<file path="config.mk">
export PLATFORM = sky130hd
export DESIGN_NAME = axil_lb_responder_flat
export DESIGN_NICKNAME = d
export VERILOG_FILES = /design/src/rtl/axil_lb_responder_if.sv /design/src/rtl/axil_lb_responder.sv /design/src/flat_wrapper.sv
export SDC_FILE = /design/constraint.sdc
export NUM_CORES = 1
export LEC_CHECK = 0
export BUFFER_PORTS_ARGS = -buffer_cell sky130_fd_sc_hd__buf_2
export CORE_ASPECT_RATIO = 0.75
export CORE_MARGIN = 10
export CORE_UTILIZATION = 50
export DETAILED_ROUTE_END_ITERATION = 6
export PLACE_DENSITY_LB_ADDON = 0.2
export SYNTH_ARGS = -nofsm -noshare
export SYNTH_HDL_FRONTEND = slang
export SYNTH_SLANG_ARGS = --single-unit
</file>
<file path="constraint.sdc">
create_clock -name clk -period 11.4 [get_ports clk]
set_input_delay 1.14 -clock clk [delete_from_list [all_inputs] [get_ports clk]]
set_output_delay 1.14 -clock clk [all_outputs]
set_load 0.02 [all_outputs]
</file>
<file path="src/rtl/axil_lb_responder_if.sv">
// AXI4-Lite slave channel plus local-bus signals for the PS-to-PL register responder.
// The slave modport is the responder's view; master is the PS/decoder side.
interface axil_lb_responder_if #(
  parameter int unsigned AXI_AW = 20,
  parameter int unsigned DW     = 32,
  parameter int unsigned LB_AW  = 18
);
  logic [AXI_AW-1:0] s_awaddr;
  logic              s_awvalid;
  logic              s_awready;
  logic [DW-1:0]     s_wdata;
  logic [DW/8-1:0]   s_wstrb;
  logic              s_wvalid;
  logic              s_wready;
  logic [1:0]        s_bresp;
  logic              s_bvalid;
  logic              s_bready;
  logic [AXI_AW-1:0] s_araddr;
  logic              s_arvalid;
  logic              s_arready;
  logic [DW-1:0]     s_rdata;
  logic [1:0]        s_rresp;
  logic              s_rvalid;
  logic              s_rready;
  logic [LB_AW-1:0]  lb_addr;
  logic [DW-1:0]     lb_wdata;
  logic [DW/8-1:0]   lb_wstrb;
  logic              lb_write;
  logic              lb_read;
  logic [DW-1:0]     lb_rdata;

  modport slave (
    input  s_awaddr, s_awvalid, s_wdata, s_wstrb, s_wvalid, s_bready,
           s_araddr, s_arvalid, s_rready, lb_rdata,
    output s_awready, s_wready, s_bresp, s_bvalid, s_arready,
           s_rdata, s_rresp, s_rvalid,
           lb_addr, lb_wdata, lb_wstrb, lb_write, lb_read
  );

  modport master (
    output s_awaddr, s_awvalid, s_wdata, s_wstrb, s_wvalid, s_bready,
           s_araddr, s_arvalid, s_rready, lb_rdata,
    input  s_awready, s_wready, s_bresp, s_bvalid, s_arready,
           s_rdata, s_rresp, s_rvalid,
           lb_addr, lb_wdata, lb_wstrb, lb_write, lb_read
  );
endinterface

</file>
<file path="src/rtl/axil_lb_responder.sv">
// AXI4-Lite responder: turns each PS read/write into one local-bus strobe in the PL domain.
// One transaction in flight; round-robin between read and write when both arrive together.
module axil_lb_responder #(
  parameter int unsigned AXI_AW     = 20,
  parameter int unsigned DW         = 32,
  parameter int unsigned LB_AW      = 18,
  parameter int unsigned RD_LATENCY = 3
) (
  input  logic                 clk,
  input  logic                 reset,
  axil_lb_responder_if.slave   bus
);
  localparam int unsigned SW = DW / 8;
  localparam int unsigned CW = 4;

  typedef enum logic [2:0] {
    IDLE, WR_COLLECT, WR_ISSUE, WR_RESP, RD_WAIT, RD_RESP
  } state_t;

  state_t           state, state_n;
  logic             rr_pri;
  logic             aw_got, w_got;
  logic [LB_AW-1:0] aw_q;
  logic [DW-1:0]    w_q;
  logic [SW-1:0]    strb_q;
  logic [CW-1:0]    rd_cnt;

  logic [LB_AW-1:0] lb_addr_q;
  logic [DW-1:0]    lb_wdata_q;
  logic [SW-1:0]    lb_wstrb_q;
  logic             lb_write_q, lb_read_q;
  logic             bvalid_q, rvalid_q;
  logic [DW-1:0]    rdata_q;

  logic awready_c, wready_c, arready_c;
  logic aw_hs, w_hs, ar_hs;
  logic wr_elig, rd_elig, toggle_pri;

  // Only the word-address bits reach the local bus; the rest are dropped.
  logic unused_addr_bits;
  assign unused_addr_bits = ^{bus.s_awaddr, bus.s_araddr};

  always_ff @(posedge clk or posedge reset) begin
    if (reset) state <= IDLE;
    else       state <= state_n;
  end

  // Ready arbitration and next-state decode.
  always_comb begin
    state_n    = state;
    awready_c  = 1'b0;
    wready_c   = 1'b0;
    arready_c  = 1'b0;
    toggle_pri = 1'b0;
    wr_elig    = bus.s_awvalid | bus.s_wvalid;
    rd_elig    = bus.s_arvalid;

    case (state)
      IDLE: if (!reset) begin
        awready_c  = !(wr_elig && rd_elig && rr_pri);
        wready_c   = awready_c;
        arready_c  = !(wr_elig && rd_elig && !rr_pri);
        toggle_pri = wr_elig && rd_elig;
      end
      WR_COLLECT: begin
        awready_c = !aw_got;
        wready_c  = !w_got;
      end
      default: ;
    endcase

    aw_hs = bus.s_awvalid && awready_c;
    w_hs  = bus.s_wvalid  && wready_c;
    ar_hs = bus.s_arvalid && arready_c;

    case (state)
      IDLE: begin
        if (ar_hs)               state_n = RD_WAIT;
        else if (aw_hs && w_hs)  state_n = WR_ISSUE;
        else if (aw_hs || w_hs)  state_n = WR_COLLECT;
      end
      WR_COLLECT: if ((aw_got || aw_hs) && (w_got || w_hs)) state_n = WR_ISSUE;
      WR_ISSUE:   state_n = WR_RESP;
      WR_RESP:    if (bus.s_bready) state_n = IDLE;
      RD_WAIT:    if (rd_cnt == '0) state_n = RD_RESP;
      RD_RESP:    if (bus.s_rready) state_n = IDLE;
      default:    state_n = IDLE;
    endcase
  end

  // Channel capture, local-bus strobes and registered responses.
  always_ff @(posedge clk or posedge reset) begin
    if (reset) begin
      rr_pri     <= 1'b0;
      aw_got     <= 1'b0;
      w_got      <= 1'b0;
      aw_q       <= '0;
      w_q        <= '0;
      strb_q     <= '0;
      rd_cnt     <= '0;
      lb_addr_q  <= '0;
      lb_wdata_q <= '0;
      lb_wstrb_q <= '0;
      lb_write_q <= 1'b0;
      lb_read_q  <= 1'b0;
      bvalid_q   <= 1'b0;
      rvalid_q   <= 1'b0;
      rdata_q    <= '0;
    end else begin
      if (toggle_pri) rr_pri <= !rr_pri;

      if (aw_hs) aw_q <= bus.s_awaddr[LB_AW+1:2];
      if (w_hs) begin
        w_q    <= bus.s_wdata;
        strb_q <= bus.s_wstrb;
      end

      if (state_n == WR_ISSUE) begin
        aw_got     <= 1'b0;
        w_got      <= 1'b0;
        lb_addr_q  <= aw_hs ? bus.s_awaddr[LB_AW+1:2] : aw_q;
        lb_wdata_q <= w_hs  ? bus.s_wdata : w_q;
        lb_wstrb_q <= w_hs  ? bus.s_wstrb : strb_q;
      end else begin
        if (aw_hs) aw_got <= 1'b1;
        if (w_hs)  w_got  <= 1'b1;
      end

      if (ar_hs) begin
        lb_addr_q <= bus.s_araddr[LB_AW+1:2];
        rd_cnt    <= CW'(RD_LATENCY - 1);
      end else if (state == RD_WAIT && rd_cnt != '0) begin
        rd_cnt <= rd_cnt - CW'(1);
      end

      if (state == RD_WAIT && rd_cnt == '0) rdata_q <= bus.lb_rdata;

      lb_write_q <= (state_n == WR_ISSUE);
      lb_read_q  <= ar_hs;
      bvalid_q   <= (state_n == WR_RESP);
      rvalid_q   <= (state_n == RD_RESP);
    end
  end

  assign bus.s_awready = awready_c;
  assign bus.s_wready  = wready_c;
  assign bus.s_arready = arready_c;
  assign bus.s_bvalid  = bvalid_q;
  assign bus.s_bresp   = 2'b00;
  assign bus.s_rvalid  = rvalid_q;
  assign bus.s_rresp   = 2'b00;
  assign bus.s_rdata   = rdata_q;
  assign bus.lb_addr   = lb_addr_q;
  assign bus.lb_wdata  = lb_wdata_q;
  assign bus.lb_wstrb  = lb_wstrb_q;
  assign bus.lb_write  = lb_write_q;
  assign bus.lb_read   = lb_read_q;
endmodule
</file>
<file path="src/flat_wrapper.sv">
// flat-port wrapper written by rule: the top's interface ports become plain ports
module axil_lb_responder_flat 
#(
  parameter int unsigned AXI_AW     = 20,
  parameter int unsigned DW         = 32,
  parameter int unsigned LB_AW      = 18,
  parameter int unsigned RD_LATENCY = 3
)
  (clk, reset, bus_s_awaddr, bus_s_awvalid, bus_s_wdata, bus_s_wstrb, bus_s_wvalid, bus_s_bready, bus_s_araddr, bus_s_arvalid, bus_s_rready, bus_lb_rdata, bus_s_awready, bus_s_wready, bus_s_bresp, bus_s_bvalid, bus_s_arready, bus_s_rdata, bus_s_rresp, bus_s_rvalid, bus_lb_addr, bus_lb_wdata, bus_lb_wstrb, bus_lb_write, bus_lb_read);
  axil_lb_responder_if #(.AXI_AW(AXI_AW), .DW(DW), .LB_AW(LB_AW)) bus_i ();
  input  logic clk;
  input  logic reset;
  input wire logic [$bits(bus_i.s_awaddr)-1:0] bus_s_awaddr;
  input wire logic [$bits(bus_i.s_awvalid)-1:0] bus_s_awvalid;
  input wire logic [$bits(bus_i.s_wdata)-1:0] bus_s_wdata;
  input wire logic [$bits(bus_i.s_wstrb)-1:0] bus_s_wstrb;
  input wire logic [$bits(bus_i.s_wvalid)-1:0] bus_s_wvalid;
  input wire logic [$bits(bus_i.s_bready)-1:0] bus_s_bready;
  input wire logic [$bits(bus_i.s_araddr)-1:0] bus_s_araddr;
  input wire logic [$bits(bus_i.s_arvalid)-1:0] bus_s_arvalid;
  input wire logic [$bits(bus_i.s_rready)-1:0] bus_s_rready;
  input wire logic [$bits(bus_i.lb_rdata)-1:0] bus_lb_rdata;
  output wire logic [$bits(bus_i.s_awready)-1:0] bus_s_awready;
  output wire logic [$bits(bus_i.s_wready)-1:0] bus_s_wready;
  output wire logic [$bits(bus_i.s_bresp)-1:0] bus_s_bresp;
  output wire logic [$bits(bus_i.s_bvalid)-1:0] bus_s_bvalid;
  output wire logic [$bits(bus_i.s_arready)-1:0] bus_s_arready;
  output wire logic [$bits(bus_i.s_rdata)-1:0] bus_s_rdata;
  output wire logic [$bits(bus_i.s_rresp)-1:0] bus_s_rresp;
  output wire logic [$bits(bus_i.s_rvalid)-1:0] bus_s_rvalid;
  output wire logic [$bits(bus_i.lb_addr)-1:0] bus_lb_addr;
  output wire logic [$bits(bus_i.lb_wdata)-1:0] bus_lb_wdata;
  output wire logic [$bits(bus_i.lb_wstrb)-1:0] bus_lb_wstrb;
  output wire logic [$bits(bus_i.lb_write)-1:0] bus_lb_write;
  output wire logic [$bits(bus_i.lb_read)-1:0] bus_lb_read;
  assign bus_i.s_awaddr = bus_s_awaddr;
  assign bus_i.s_awvalid = bus_s_awvalid;
  assign bus_i.s_wdata = bus_s_wdata;
  assign bus_i.s_wstrb = bus_s_wstrb;
  assign bus_i.s_wvalid = bus_s_wvalid;
  assign bus_i.s_bready = bus_s_bready;
  assign bus_i.s_araddr = bus_s_araddr;
  assign bus_i.s_arvalid = bus_s_arvalid;
  assign bus_i.s_rready = bus_s_rready;
  assign bus_i.lb_rdata = bus_lb_rdata;
  assign bus_s_awready = bus_i.s_awready;
  assign bus_s_wready = bus_i.s_wready;
  assign bus_s_bresp = bus_i.s_bresp;
  assign bus_s_bvalid = bus_i.s_bvalid;
  assign bus_s_arready = bus_i.s_arready;
  assign bus_s_rdata = bus_i.s_rdata;
  assign bus_s_rresp = bus_i.s_rresp;
  assign bus_s_rvalid = bus_i.s_rvalid;
  assign bus_lb_addr = bus_i.lb_addr;
  assign bus_lb_wdata = bus_i.lb_wdata;
  assign bus_lb_wstrb = bus_i.lb_wstrb;
  assign bus_lb_write = bus_i.lb_write;
  assign bus_lb_read = bus_i.lb_read;
  axil_lb_responder #(.AXI_AW(AXI_AW), .DW(DW), .LB_AW(LB_AW), .RD_LATENCY(RD_LATENCY)) u_core (.clk(clk), .reset(reset), .bus(bus_i));
endmodule
</file>
==> metrics.yaml, run 1 <==
routing:
  wire_per_inst_um: 19.00
  route.detailed.drc: 0
  dr_total_vias: 4605
  drt_iter0_drc: 217
  via_per_inst: 5.330
  wl_um: 16410
  antenna_left: 0
  dr.pass1.iters: 5
grt:
  antenna_found_initial: 1
  grt_start_max_net_pins: 100
  grt_pass1_wl_um: 26310
  overflow: 0
  track_usage_pct: 18.26
  grt_pass1_vias: 4875
cells_and_area:
  nNetsFinal: 803
  fin_util_pct: 65.10
  fillers: 976
  drive_above_1_share_pct: 50.00
  n_antenna_cell: 0
  areaGrowthSynthToFinish_pct: 25.92
floorplanning:
  io-pin-count: 212
  num_rows: 35
  start_util_pct: 51.70
  core_mm2: 0.01244
  die-area_mm2: 0.01784
  die_h_um: 118.2
  die_x_um: 150.9
sta:
  setup_viol: 0
  hold_violations: 0
  fin_tns_setup_ns: 0
  worst_pin_slew_ns: 1.224
  drv_slew: 0
  period_share_pct: 39.78
  fmax_mhz: 220.5
  relSlewSlack_pct: 18.04
  rsz0062_at_grt: "false"
  fin_crit_ns: 4.534
  skew_ns: 0.01326
pwr:
  swShare_pct: 36.89
  p_comb_share_pct: 42.4
  leakagePower_nw: 3.847
  switching_power_w: 0.0009832
  seq_power_share_pct: 35.1
  power.internal_w: 0.001682
  powerDensity_mw_per_mm2: 329.1
  irDropWorstVdd_v: 0.0001751
  pwr-share-clk_pct: 22.6
hold_path:
  min_to: "u_core.w_q[17]$_DFF_PP0_"
  hold_depth: 1
  worst_hold_startpoint: "u_core.w_q[17]$_DFF_PP0_"
  hold_class: "register to register"
setup_path:
  crit_chain: "buf_2 -> inv_6 -> a31oi_1 -> a41oi_2 -> or2_1 -> clkinv_4 -> mux2_4"
  path_class: "input port to register"
  cp-end-kind: "register"
  arrival_ns: 4.82
  crit_slowest_cell: "a41oi_2"
  reg2reg_slack_ns: 7.16
  cp_slowest_stage_delay_ns: 0.88
  startpoint_type: "input port"
  r2r.worst_path.cells: 6
  crit_required_ns: 11.68
  r2r_start: "u_core.state[0]$_DFF_PP0_"
  cp_max_fo: 99
  worstReg2RegEnd: "u_core.bus.lb_wdata[20]$_DFFE_PP0N_"
logic_synthesis:
  synth_cells: 495
  synth_warnings: 0
  yosys_register_bits: 154
  yosys_most_used_dff: "dfrtp_1"
  yosysMostFrequentCell: "dfrtp_1"
  ys_seq_area_share_pct: 59.93
  avgSynthCellArea_um2: 12.99
  syn-cell-area_mm2: 0.006430
  yosysTopAreaCell: "dfrtp_1"
  async_flop_share_pct: 100.0
  yosysTopAreaCellShare_pct: 59.93
  ys_types: 48
  synthTopCellsByCount: "154 x dfrtp_1, 94 x mux2_2, 48 x nor2_1"
  synth-edff-count: 0
  synthTopCellsByArea: "dfrtp_1 60%, mux2_2 16%, nor2_1 2.8%"
cts:
  cts_sinks: 154
  clock_insertion_delay_worst_skew_ns: 0.41
  cts_resized: 0
  post-cts-setup-buffers: 0
  cts_hold_buf: 0
  cts_buffers: 17
  clockBufferDepth: 2
  path_clk_slew_ns: 0.06
  clock_tree.root_cell: "clkbuf_16"
  cts_tree: "done"
  htree_levels: 4
placement:
  dp_hpwl_um: 11540
  portBuffers: 203
  gp_congestion: 0.8755
flow_run:
  cap_violations: 0
outcome:
  status: "finished, final reports clean"
[power by group through the flow]
stage	logic [W]	registers [W]	clock network [W]
after global placement	0.00111	0.000923	0
after detailed placement	0.00114	0.000939	0
after floorplan	0.000671	0.00110	0
final	0.00113	0.000934	0.000601
after CTS	0.00114	0.000935	0.000613
after global routing	0.00123	0.000966	0.000640
[layout by cell type (no fill, tap or decap), types with 7 or more instances in the layout]
cell and instances:
o21ai_0 23, mux2_2 94, o22ai_1 19, nor2_1 48, buf_2 203, mux2_4 10
dfrtp_1 154, a211oi_1 18, clkbuf_16 17, inv_1 7, nor4_1 18, nand2_1 23
[cell type report]
class | instances | area (um2) | share of cell area [%]
clock inverters | 12 | 197.7 | 2.442
clock buffers | 19 | 432.9 | 5.347
repair buffers | 208 | 1054 | 13.01
flip-flops and latches | 154 | 3854 | 47.60
well taps | 166 | 207.7 | 2.565
inverters | 9 | 43.79 | 0.5409
multi-input cells | 296 | 2307 | 28.50
[state kept, by name, indices dropped and copies added, names as in the netlist, 3 cells and up]
signal and flops:
u_core.w_q 32, u_core.state 3, u_core.aw_q 18, u_core.rd_cnt 4, u_core.bus.lb_wdata 32, u_core.bus.lb_wstrb 4, u_core.bus.s_rdata 32, u_core.strb_q 4
u_core.bus.lb_addr 18
[worst max-delay path: cells and delay by family]
family | cells | cell delay [ns]
compound gates | 2 | 1.13
buf+inv | 3 | 1.31
mux | 1 | 0.46
simple gates | 1 | 0.76
[kinds of logic after synthesis]
logic type	synth area share, %
and+or+nand+nor	7.745
muxes	18.80
adders and majority gates	0.3891
xor gates and xnor gates	0.5450
AOI/OAI and AO/OA	8.037
other	0.05832
DFF	59.93
buffers and inverters	4.495
[through the flow]
step                instances  total power, W  hold slack (ns)  area, um2  worst slack, ns
floorplan                 498        0.001774           0.4666       6441            5.295
global placement          833        0.002032           0.4731       7465            6.460
detailed placement        833        0.002078           0.4791       7465            6.332
CTS                       864        0.002692           0.4926       8095            6.771
global route              864        0.002839           0.5023       8097            6.471
finish                    864        0.002665           0.4911       8097            6.866
[worst max path at each step]
stage,startpoint,end,slack (ns),cells after the start
CTS,reset,u_core.bus.lb_wdata[20]$_DFFE_PP0N_,6.77,7
floorplan,reset,u_core.bus.lb_wdata[19]$_DFFE_PP0N_,5.30,9
detailed placement,reset,u_core.bus.lb_wdata[25]$_DFFE_PP0N_,6.33,7
global route,reset,u_core.bus.lb_wdata[25]$_DFFE_PP0N_,6.47,7
global placement,reset,u_core.bus.lb_wdata[22]$_DFFE_PP0N_,6.46,7
finish,reset,u_core.bus.lb_wdata[20]$_DFFE_PP0N_,6.87,7
[routing by layer]
layer / share of wire, % / wire length (um) / global-route usage [%] / vias to the layer above
met5: 0.043 / 7 / 0 / -
met4: 0.68 / 111 / 4.202 / 2
met1: 43 / 7016 / 23.21 / 2275
met3: 11 / 1763 / 8.120 / 11
li1: - / - / - / 2140
met2: 46 / 7514 / 28.05 / 177
Note: power is estimated with default switching activity, not from simulation.
==> inputs of run 2 (changes only) <==
==> constraint.sdc (replaced) <==
create_clock -name clk -period 4.5 [get_ports clk]
set_input_delay 0.45 -clock clk [delete_from_list [all_inputs] [get_ports clk]]
set_output_delay 0.45 -clock clk [all_outputs]
set_load 0.02 [all_outputs]
==> run 2 against run 1 <==
  * First-iteration DRC count grew 17%
  * Utilization shrank 0.19 points
  * Global-route usage grew 0.30 points
  * Sequential power grew to 2.5 times the previous value
  * Highest routed layer unchanged
  * Final area shrank 0.29%
  * Register-to-register slack lost 5.8 ns
  * Critical path depth is the same
  * Die area is the same
  * Count of clock-buffer cells in the layout shrank 2
  * Clock skew shrank 0.0013 ns
==> metrics.yaml, run 2 (synthesis results as in run 1) <==
floorplanning:
  start_util_pct: 51.70  # unchanged
  num_rows: 35  # unchanged
  die_h_um: 118.2  # unchanged
  core_mm2: 0.01244  # unchanged
  io-pin-count: 212  # unchanged
  die-area_mm2: 0.01784  # unchanged
  die_x_um: 150.9  # unchanged
cts:
  cts_buffers: 17  # unchanged
  clock_tree.root_cell: "clkbuf_16"
  cts_resized: 0  # unchanged
  clockBufferDepth: 2  # unchanged
  cts_sinks: 154  # unchanged
  path_clk_slew_ns: 0.06  # about the same
  cts_tree: "done"
  cts_hold_buf: 0  # unchanged
  htree_levels: 4  # unchanged
  clock_insertion_delay_worst_skew_ns: 0.42  # about the same
  post-cts-setup-buffers: 0  # unchanged
sta:
  relSlewSlack_pct: 20.47  # +2.4 points
  hold_violations: 0  # unchanged
  fin_crit_ns: 3.147
  drv_slew: 0  # unchanged
  rsz0062_at_grt: "false"
  skew_ns: 0.01192  # -0.001344 ns
  setup_viol: 0  # unchanged
  whs_ns: 0.2691  # -0.2220 ns
  fin_tns_setup_ns: 0  # unchanged
  worst_pin_slew_ns: 1.188  # -0.03625 ns
  fmax_mhz: 317.7
  period_share_pct: 69.94
routing:
  dr.pass1.iters: 4  # -1
  wl_um: 16510  # +0.62%
  antenna_left: 0  # unchanged
  dr_wl_met3_um: 1842  # +4.5%
  dr_total_vias: 4603  # -0.043%
  drt_iter0_drc: 253  # +17%
  wl_met2_um: 7606  # +1.2%
  via_per_inst: 5.291  # -0.73%
  wire_per_inst_um: 18.98  # about the same
  top_layer: "met5"
  route.detailed.drc: 0  # unchanged
  wl_met1_um: 6845  # -2.4%
placement:
  portBuffers: 203  # unchanged
  dp_cells: 836  # +0.36%
  gp_congestion: 0.8263  # -5.6%
  dp_hpwl_um: 11790  # +2.2%
  post_dp_cell_area_mm2: 0.007478  # +0.18%
pwr:
  powerDensity_mw_per_mm2: 823.8  # +150%
  leakagePower_nw: 3.841  # -0.16%
  irDropWorstVdd_v: 0.0004955  # +180%
setup_path:
  crit_required_ns: 4.80  # -6.88 ns
  path_class: "register to register"
  cp-end-kind: "register"
  startpoint_type: "register"
  cp_max_fo: 39  # -61%
  arrival_ns: 3.44  # -1.38 ns
flow_run:
  cap_violations: 0  # unchanged
grt:
  grt_pass1_wl_um: 26650  # +1.3%
  overflow: 0  # unchanged
  grt_start_max_net_pins: 83  # -17%
  grt_pass1_vias: 5093  # +4.5%
  antenna_found_initial: 2  # +1
  track_usage_pct: 18.56  # +0.30 points
cells_and_area:
  nNetsFinal: 807  # +0.50%
  design_area_mm2: 0.008073  # -0.29%
  instances_no_fill: 870  # +0.69%
  fin_util_pct: 64.91  # -0.19 points
  layout_commonest_cell: "buf_2"
  areaGrowthSynthToFinish_pct: 25.55
  layout_common_cells: "203 x buf_2, 154 x dfrtp_1, 94 x mux2_2"
  drive_above_1_share_pct: 50.36  # +0.36 points
outcome:
  status: "finished, final reports clean"
hold_path:
  hold_class: "input port to register"
==> run 2: changes by cell type in the layout (fill, tap and decap cells not counted) <==
cell,delta
a2111oi_0,+1
a2111oi_1,-1
a41oi_1,+1
a41oi_2,-1
buf_4,+3
bufinv_16,-3
clkbuf_1,-1
clkinv_4,+1
clkinvlp_4,+1
diode_2,+1
inv_6,+3
inv_8,+1
==> run 2: power by group <==
group	internal [W]	switching, W
registers	0.00206	0.000305
clock network	0.000828	0.000587
logic	0.00123	0.00164
total	0.00412	0.00253
==> run 2: path summary, 6_finish.rpt <==
path	end	depth (start not counted)	from	slack [ns]
setup / recovery	u_core.bus.lb_wdata[28]$_DFFE_PP0N_	7	u_core.state[0]$_DFF_PP0_	1.35
hold / removal	u_core.bus.s_rdata[4]$_DFFE_PP0P_	2	bus_lb_rdata[4]	0.27
setup reg to reg	u_core.bus.lb_wdata[28]$_DFFE_PP0N_	7	u_core.state[0]$_DFF_PP0_	1.35
hold reg to reg	u_core.w_q[29]$_DFF_PP0_	1	u_core.w_q[29]$_DFF_PP0_	0.49
max in group asynchronous	u_core.bus.s_rdata[14]$_DFFE_PP0P_	4	reset	2.54
min in group asynchronous	u_core.bus.lb_wdata[23]$_DFFE_PP0N_	3	reset	0.38
==> run 2: per-layer routing <==
metal,up-vias,GRT usage (%)
li1,2142,-
met1,2265,22.65
met2,173,28.65
met3,19,8.730
met4,4,5.582
met5,-,0
==> run 2: final cells by class <==
type                    count  area [um2]
diodes                      1       2.502
clock buffers              17       425.4
clock inverters            15       162.7
fillers                   973        4364
inverters                   9       42.54
multi-input cells         296        2298
flip-flops and latches    154        3854
well taps                 166       207.7
repair buffers            212        1080
==> run 2: critical path: stages, from the launching register on <==
cell and delay (ns):
dfrtp_1 0.52, or3b_1 0.72, or3_1 0.44, o2111ai_1 0.10, buf_4 0.28, or2_1 0.21, clkinv_4 0.32, mux2_4 0.41
==> run 2: through the flow <==
step,setup WS [ns],power [W]
floorplan,0.02576,0.004496
global placement,1.437,0.005156
detailed placement,1.352,0.005289
CTS,1.348,0.006722
global route,1.155,0.007092
finish,1.353,0.006650
==> inputs of run 3 (changes only) <==
==> constraint.sdc (replaced) <==
create_clock -name clk -period 3 [get_ports clk]
set_input_delay 0.3 -clock clk [delete_from_list [all_inputs] [get_ports clk]]
set_output_delay 0.3 -clock clk [all_outputs]
set_load 0.02 [all_outputs]
==> run 3 against run 2 <==
  * Final area is 1.5% higher
  * Critical endpoint is now bus_s_awready
  * Via count is 0.74% higher
  * Non-clock buffer count is 4 higher
  * Global-route usage is 0.41 points higher
==> metrics.yaml, run 3 (synthesis results as in run 1) <==
setup_path:
  cp-end-kind: "primary output"
  r2r.worst_path.cells: 6  # -1
  worstReg2RegEnd: "u_core.bus.lb_wdata[11]$_DFFE_PP0N_"
  path_class: "register to primary output"
  crit_buf_inv: 3  # +1
  cp_max_fo: 19  # -51%
  crit_slowest_cell: "dfrtp_1"
  crit_required_ns: 2.70  # -2.10 ns
  r2r_start: "u_core.state[1]$_DFF_PP0_"
  reg2reg_slack_ns: 0.37  # -0.98 ns
  startpoint_type: "register"
  cp_slowest_stage_delay_ns: 0.52  # -0.20 ns
  crit_family: "buffers and inverters"
  crit_chain: "or3b_1 -> buf_4 -> o22a_1 -> inv_1 -> buf_2"
  arrival_ns: 2.47  # -0.97 ns
sta:
  setup_viol: 0  # unchanged
  rsz0062_at_grt: "false"
  fmax_mhz: 360.8
  worst_pin_slew_ns: 0.8585  # -0.3293 ns
  drv_slew: 0  # unchanged
  skew_ns: 0.008945  # -0.002975 ns
  hold_violations: 0  # unchanged
  period_share_pct: 92.38
  fin_tns_setup_ns: 0  # unchanged
  layout_setup_ws_ns: 0.2285  # -1.124 ns
  relSlewSlack_pct: 42.77  # +22 points
  fin_crit_ns: 2.772
routing:
  wire_per_inst_um: 19.13  # +0.80%
  wl_um: 16740  # +1.4%
  antenna_left: 0  # unchanged
  dr_total_vias: 4637  # +0.74%
  route.detailed.drc: 0  # unchanged
  via_per_inst: 5.299  # +0.16%
  drt_iter0_drc: 233  # -7.9%
  dr.pass1.iters: 5  # +1
cells_and_area:
  fillers: 972  # -0.10%
  drive_above_1_share_pct: 52.33  # +2.0 points
  nNetsFinal: 811  # +0.50%
  layout_common_cells: "203 x buf_2, 154 x dfrtp_1, 94 x mux2_2"
  layout_commonest_cell: "buf_2"
  fin_util_pct: 65.89  # +0.98 points
  areaGrowthSynthToFinish_pct: 27.44
  instances_no_fill: 875  # +0.57%
  multiInputGateArea_mm2: 0.002365  # +2.9%
  ff_latch_area_mm2: 0.003854  # unchanged
cts:
  clock_insertion_delay_worst_skew_ns: 0.41  # about the same
  cts_resized: 0  # unchanged
  clock_tree.root_cell: "clkbuf_16"
  path_clk_slew_ns: 0.06  # about the same
  htree_levels: 4  # unchanged
  cts_hold_buf: 0  # unchanged
  cts_tree: "done"
  cts_buffers: 17  # unchanged
  post-cts-setup-buffers: 0  # unchanged
  clockBufferDepth: 2  # unchanged
  cts_sinks: 154  # unchanged
floorplanning:
  num_rows: 35  # unchanged
  die-area_mm2: 0.01784  # unchanged
  die_x_um: 150.9  # unchanged
  core_mm2: 0.01244  # unchanged
  start_util_pct: 51.70  # unchanged
  io-pin-count: 212  # unchanged
  die_h_um: 118.2  # unchanged
placement:
  dp_cells: 841  # +0.60%
  dp_hpwl_um: 11890  # +0.89%
  gp_congestion: 0.8384  # +1.5%
  dp_slack_ns: 0.3853  # -0.9668 ns
  portBuffers: 203  # unchanged
pwr:
  leakagePower_nw: 3.869  # +0.72%
  powerDensity_mw_per_mm2: 1234  # +50%
  irDropWorstVdd_v: 0.0007608  # +54%
hold_path:
  hold_class: "input port to asynchronous set/reset pin"
outcome:
  status: "finished, final reports clean"
grt:
  track_usage_pct: 18.97  # +0.41 points
  grt_pass1_wl_um: 26940  # +1.1%
  antenna_found_initial: 4  # +2
  grt_start_max_net_pins: 155  # +87%
  overflow: 0  # unchanged
  grt_pass1_vias: 5167  # +1.5%
flow_run:
  cap_violations: 0  # unchanged
[run 3: cell count changes in the layout (fill, tap and decap cells not counted), moves of 3 or more]
cell	delta
buf_4	+4
nor4_1	-8
clkinvlp_4	+3
nor4_2	+8
[run 3: worst max path at each step]
stage | to | startpoint | depth (start not counted) | slack (ns)
2_1_floorplan | u_core.bus.lb_wdata[19]$_DFFE_PP0N_ | reset | 9 | -1.24
3_3_place_gp | u_core.bus.lb_wstrb[2]$_DFFE_PP0N_ | u_core.state[1]$_DFF_PP0_ | 6 | 0.48
3_5_place_dp | u_core.bus.lb_wdata[9]$_DFFE_PP0N_ | u_core.state[1]$_DFF_PP0_ | 6 | 0.39
4_1_cts | bus_s_awready | u_core.state[0]$_DFF_PP0_ | 5 | 0.25
5_1_grt | bus_s_awready | u_core.state[0]$_DFF_PP0_ | 5 | 0.05
6_report | bus_s_awready | u_core.state[0]$_DFF_PP0_ | 5 | 0.23
[run 3: area by class of cell]
| class | instances | area share [%] |
|---|---|---|
| Antenna cell | 2 | 0.06108 |
| Clock buffer | 20 | 5.573 |
| Clock inverter | 12 | 1.680 |
| Inverter | 9 | 0.5192 |
| Multi-Input combinational cell | 296 | 28.86 |
| Sequential cell | 154 | 47.03 |
| Tap cell | 166 | 2.535 |
| Timing Repair Buffer | 216 | 13.74 |
[run 3: report_power, final]
group          switching, W  leakage, nW  internal [W]  total [W]
Clock              0.000864        0.276       0.00128    0.00214
Combinational       0.00253         1.76       0.00189    0.00442
Sequential         0.000458         1.83       0.00310    0.00356
Total               0.00385         3.87       0.00627     0.0101
[run 3: worst register-to-register path: stages (launching register included)]
cell	delay (ns)
dfrtp_1	0.48
or4_4	0.65
o32ai_2	0.18
a41oi_2	0.17
or2_1	0.29
clkinv_4	0.31
mux2_2	0.42
[run 3: metrics by stage]
stage,hold WS (ns),power [W],instance area (um2)
2_1_floorplan,0.4506,0.006836,6510
3_3_place_gp,0.4735,0.007859,7595
3_5_place_dp,0.4791,0.008060,7595
4_1_cts,0.1007,0.01023,8189
5_1_grt,0.09514,0.01080,8192
6_report,0.09648,0.01012,8194
[run 3: per-layer routing]
layer	global-route usage (%)	vias to the layer above	share of wire, %
li1	-	2162	-
met1	21.83	2272	40
met2	30.88	181	49
met3	9.150	20	10
met4	5.162	2	1.1
met5	0	-	0.12
